### config.mk
export PLATFORM = sky130hd
export DESIGN_NAME = spi_master_m3
export DESIGN_NICKNAME = d
export VERILOG_FILES = /design/src/rtl/spi_master_m3.sv
export SDC_FILE = /design/constraint.sdc
export NUM_CORES = 1
export LEC_CHECK = 0
export ABC_CLOCK_PERIOD_IN_PS = 7600
export CORE_MARGIN = 4
export CORE_UTILIZATION = 55
export DETAILED_ROUTE_END_ITERATION = 8
export DONT_BUFFER_PORTS = 1
export GPL_TIMING_DRIVEN = 0
export PLACE_DENSITY = 0.7
export SLEW_MARGIN = 30
export SYNTH_ARGS = -nofsm -noshare
export SYNTH_HDL_FRONTEND = slang
export SYNTH_SLANG_ARGS = --single-unit
### constraint.sdc
create_clock -name clk -period 7.6 [get_ports clk]
set_input_delay 1.52 -clock clk [delete_from_list [all_inputs] [get_ports clk]]
set_output_delay 1.52 -clock clk [all_outputs]
set_load 0.02 [all_outputs]
### src/rtl/spi_master_m3.sv
// Mode-3 SPI master: MSB-first bytes from a valid/ready stream, CS held low across
// multi-byte transactions until a byte flagged last completes.
module spi_master_m3 #(
  parameter int CLK_DIV  = 4,
  parameter int CS_SETUP = 2,
  parameter int CS_HOLD  = 2,
  parameter int CS_IDLE  = 2
) (
  input  logic       clk,
  input  logic       rst,
  input  logic [7:0] tx_data,
  input  logic       tx_last,
  input  logic       tx_valid,
  output logic       tx_ready,
  output logic [7:0] rx_data,
  output logic       rx_valid,
  output logic       busy,
  output logic       com_clk,
  output logic       CS,
  output logic       MOSI,
  input  logic       MISO
);

  typedef enum logic [2:0] {IDLE, SETUP, LOW, HIGH, WAIT_NEXT, HOLD, GAP} state_t;

  localparam logic [15:0] SETUP_END = 16'(CS_SETUP - 1);
  localparam logic [15:0] DIV_END   = 16'(CLK_DIV - 1);
  localparam logic [15:0] HOLD_END  = 16'(CS_HOLD - 1);
  localparam logic [15:0] GAP_END   = 16'(CS_IDLE - 1);

  state_t      state, next_state;
  logic [15:0] cnt;
  logic [2:0]  bit_cnt;
  logic [7:0]  sh, sh_nxt, rx_sh;
  logic        last_f;
  logic        accept, state_done, byte_done;
  logic        com_clk_d, cs_d, ready_d, busy_d, mosi_d;

  assign accept    = tx_valid & tx_ready;
  assign byte_done = (state == HIGH) && state_done && (bit_cnt == 3'd0);

  always_comb begin
    state_done = 1'b0;
    case (state)
      SETUP:     state_done = (cnt == SETUP_END);
      LOW, HIGH: state_done = (cnt == DIV_END);
      HOLD:      state_done = (cnt == HOLD_END);
      GAP:       state_done = (cnt == GAP_END);
      default:   state_done = 1'b0;
    endcase
  end

  always_comb begin
    next_state = state;
    case (state)
      IDLE:      if (accept) next_state = SETUP;
      SETUP:     if (state_done) next_state = LOW;
      LOW:       if (state_done) next_state = HIGH;
      HIGH: begin
        if (state_done) begin
          if (bit_cnt != 3'd0) next_state = LOW;
          else if (last_f)     next_state = HOLD;
          else                 next_state = WAIT_NEXT;
        end
      end
      WAIT_NEXT: if (accept) next_state = LOW;
      HOLD:      if (state_done) next_state = GAP;
      GAP:       if (state_done) next_state = IDLE;
      default:   next_state = IDLE;
    endcase
  end

  // Outputs are decoded from next_state so the registered pins line up with the state.
  always_comb begin
    com_clk_d = (next_state != LOW);
    cs_d      = (next_state == IDLE) || (next_state == GAP);
    ready_d   = (next_state == IDLE) || (next_state == WAIT_NEXT);
    busy_d    = (next_state != IDLE);
    sh_nxt    = sh;
    if (accept)
      sh_nxt = tx_data;
    else if ((state == HIGH) && state_done)
      sh_nxt = {sh[6:0], 1'b0};
    mosi_d = MOSI;
    if ((next_state == IDLE) || (next_state == GAP) || (next_state == SETUP))
      mosi_d = 1'b0;
    else if ((next_state == LOW) && (state != LOW))
      mosi_d = sh_nxt[7];
  end

  always_ff @(posedge clk) begin
    if (rst) begin
      state    <= IDLE;
      cnt      <= '0;
      bit_cnt  <= '0;
      com_clk  <= 1'b1;
      CS       <= 1'b1;
      MOSI     <= 1'b0;
      tx_ready <= 1'b1;
      busy     <= 1'b0;
      rx_valid <= 1'b0;
      rx_data  <= '0;
    end else begin
      state    <= next_state;
      com_clk  <= com_clk_d;
      CS       <= cs_d;
      MOSI     <= mosi_d;
      tx_ready <= ready_d;
      busy     <= busy_d;
      rx_valid <= byte_done;
      if (byte_done)
        rx_data <= rx_sh;
      if ((next_state != state) || (state == IDLE) || (state == WAIT_NEXT))
        cnt <= '0;
      else
        cnt <= cnt + 16'd1;
      if ((next_state == LOW) && ((state == SETUP) || (state == WAIT_NEXT)))
        bit_cnt <= 3'd7;
      else if ((state == HIGH) && state_done && (bit_cnt != 3'd0))
        bit_cnt <= bit_cnt - 3'd1;
    end
  end

  // MISO is captured on the same clk edge that raises com_clk.
  always_ff @(posedge clk) begin
    sh <= sh_nxt;
    if (accept)
      last_f <= tx_last;
    if ((state == LOW) && (next_state == HIGH))
      rx_sh <= {rx_sh[6:0], MISO};
  end

endmodule
==> flow_summary.toml <==
[clocking]
clockRootBuffer = "clkbuf_8"
cts_buffer_depth = 2
cts_tree = "done"
cts_num_sinks = 53
cts_inserted_buffers = 5
holdBufCountCts = 0
htree_num_levels = 2
clkSlewWorstSetupHoldPaths_ps = 90
clk_latency_ps = 300
postCtsSetupBuffers = 0
cts.repair.resized = 0

[drt]
first_pass_iters = 4
detail-route-antenna-nets = 0
via_count = 1585
drc = 0
routed_wirelength_mm = 4.057
drt_iter0_markers = 108
post_drt_wl_per_cell_microns = 14.24
viasPerCell = 5.561

[sta]
setup_tns_ps = 0
fin_worst_skew_ps = 4.376
setup_ws_ps = 4800
max_freq_ghz = 0.3572
slew_headroom_pct = 46.20
period_minus_slack_ps = 2800
worst_pin_slew_ps = 800.8
setup_viol = 0
hold_viol = 0
drv_slew = 0
rsz0062_at_grt = "false"
min_period_over_period_pct = 36.84

[finish]
final_cell_mix = "37 x dfxtp_1, 33 x nor2_1, 24 x nand2_1"
fillers = 355
syn_to_final_growth_pct = 7.717
final_common_cell = "dfxtp_1"
layout.nets = 250
insertedDiodeCount = 0
drive_above_1_share_pct = 8.085
final_util_pct = 61.55

[worst_setup_path]
cp.arrival_ps = 2990
startpoint = "cnt[10]"
slowest_stage = "or4_4"
crit_type = "register to register"
r2r_end = "MOSI"
r2r_setup_slack_ps = 4800
crit_buf_inv = 1
r2r-start = "cnt[10]"
critical-path-max-stage-delay_ps = 560
start_kind = "register"
r2r_cells = 7
cp_max_fo = 8
critPathCaptureType = "register"
crit_family = "simple AND/OR/NAND/NOR gates"
path_cells = "or4_4, or4_1, buf_2, mux2i_1, a221oi_1, nand4_1, mux2i_1"
cp_common_cell = "mux2i_1"
required_ps = 7790

[die]
die_width_microns = 72.70
core_area_sq_um = 4029
initial_core_util_pct = 57.14
num_rows = 23
io_pins = 27
design.die.area_sq_um = 5285
die_y_microns = 72.70

[placement]
dpl.hpwl_mm = 2.937
gp_congestion = 0.8440
pre_cts_slack_ps = 4680
port_buffers = 0

[run]
cap_violations = 0

[synth]
syn_avg_cell_area_sq_um = 10.14
syn_area_sq_um = 2302
ys_ff_latch = 53
seq_area_frac_synth_pct = 53.04
synth_flop_cell = "dfxtp_1"
synth_nets = 243
synth_cell_types = 44
synthesis.instances = 227
yosys_warnings = 0
synth_edf_count = 16
async_flop_share_pct = 0

[grt]
antenna_found_initial = 0
grt_pass1_vias = 1510
grt_usage_pct = 16.89
grt_first_pass_wirelength_mm = 6.934
grt_max_degree = 18
overflow = 0

[pwr]
irDropWorstVdd_mv = 0.1403
p_per_area_nw_per_um2 = 293.2
p_leak_uw = 0.0009543

[worst_hold_path]
min_path_type = "register to register"
hold_path_end = "rx_sh[7]"
holdCritStartpoint = "rx_sh[6]"
min_path_cells = 0

[outcome]
run_status = "complete, no violations"
==> power breakdown <==
part           switching (uW)  internal [uW]
logic                     115           70.6
registers                29.0            325
clock network            88.7           98.5
==> per-layer routing <==
layer  vias up  wire, microns  track usage (%)
met5         -              0                0
met4         0             24            4.918
met3         2            215            6.474
met2        25           1815            24.95
met1       745           2001            23.05
li1        813              -                -
==> worst max path at each step <==
stage	endpoint	depth (start not counted)	slack (ps)
after floorplan	bit_cnt[0]	6	4920
after global placement	MOSI	5	4700
after detailed placement	MOSI	5	4680
after CTS	MOSI	7	4780
after global routing	MOSI	7	4630
final	MOSI	7	4800
==> worst reg2reg max path, stage by stage, from the launching register on <==
cell      delay [ps]
dfxtp_1          360
or4_4            560
or4_1            510
buf_2            200
mux2i_1          140
a221oi_1         540
nand4_1          220
mux2i_1          160
==> area by class of cell <==
class,count,area (sq um),area share [%]
plain buffers,10,41.29,1.665
clock buffers,5,68.82,2.775
clock inverters,3,46.29,1.867
flip-flops and latches,53,1221,49.24
multi-input cells,158,1017,41.02
inverters,6,22.52,0.9082
well taps,50,62.56,2.523
==> through the flow <==
step                std cells  cell area [sq um]  hold WS [ps]  power, uW
detailed placement        277               2365         437.6      544.4
global route              285               2480         471.1      772.6
floorplan                 227               2302         425.7      504.2
finish                    285               2480         456.7      727.1
global placement          277               2365         439.6      544.7
CTS                       285               2480         460.1      731.4
==> cell usage after synthesis, drive strengths merged (2+ instances only) <==
library cell,number,area [sq um]
xnor2,6,52.55
mux2i,10,100.1
or4,4,37.53
a21oi,6,30.03
nor2b,3,18.77
nor3,2,10.01
and3b,2,17.52
nand2,24,90.09
o211ai,2,15.01
xor2,11,96.34
dfxtp,37,740.7
a22oi,2,15.01
and2,2,12.51
buf,3,15.01
nor4,2,18.77
edfxtp,16,480.5
a22o,7,61.31
nor2,33,123.9
and3,10,67.56
clkbuf,7,26.28
nand3,9,45.04
inv,5,18.77
nand4,4,25.02
ha,3,37.54
==> logic make-up after synthesis <==
| group | count (synthesis) | share of synthesized area [%] |
|---|---|---|
| XOR/XNOR | 17 | 6.467 |
| adder cells (fa/ha/maj) | 3 | 1.631 |
| flip-flops | 53 | 53.04 |
| buffers and inverters | 16 | 2.772 |
| multiplexers | 11 | 4.837 |
| AO/OA/AOI/OAI | 28 | 9.402 |
| AND/OR/NAND/NOR | 99 | 21.85 |
==> state kept, by name, indices dropped and copies added (netlist names) <==
register / flops
CS: 1
last_f: 1
rx_valid: 1
com_clk: 1
state: 3
rx_data: 8
MOSI: 1
cnt: 16
rx_sh: 8
tx_ready: 1
sh: 8
busy: 1
bit_cnt: 3
Note: power is estimated with default switching activity, not from simulation.
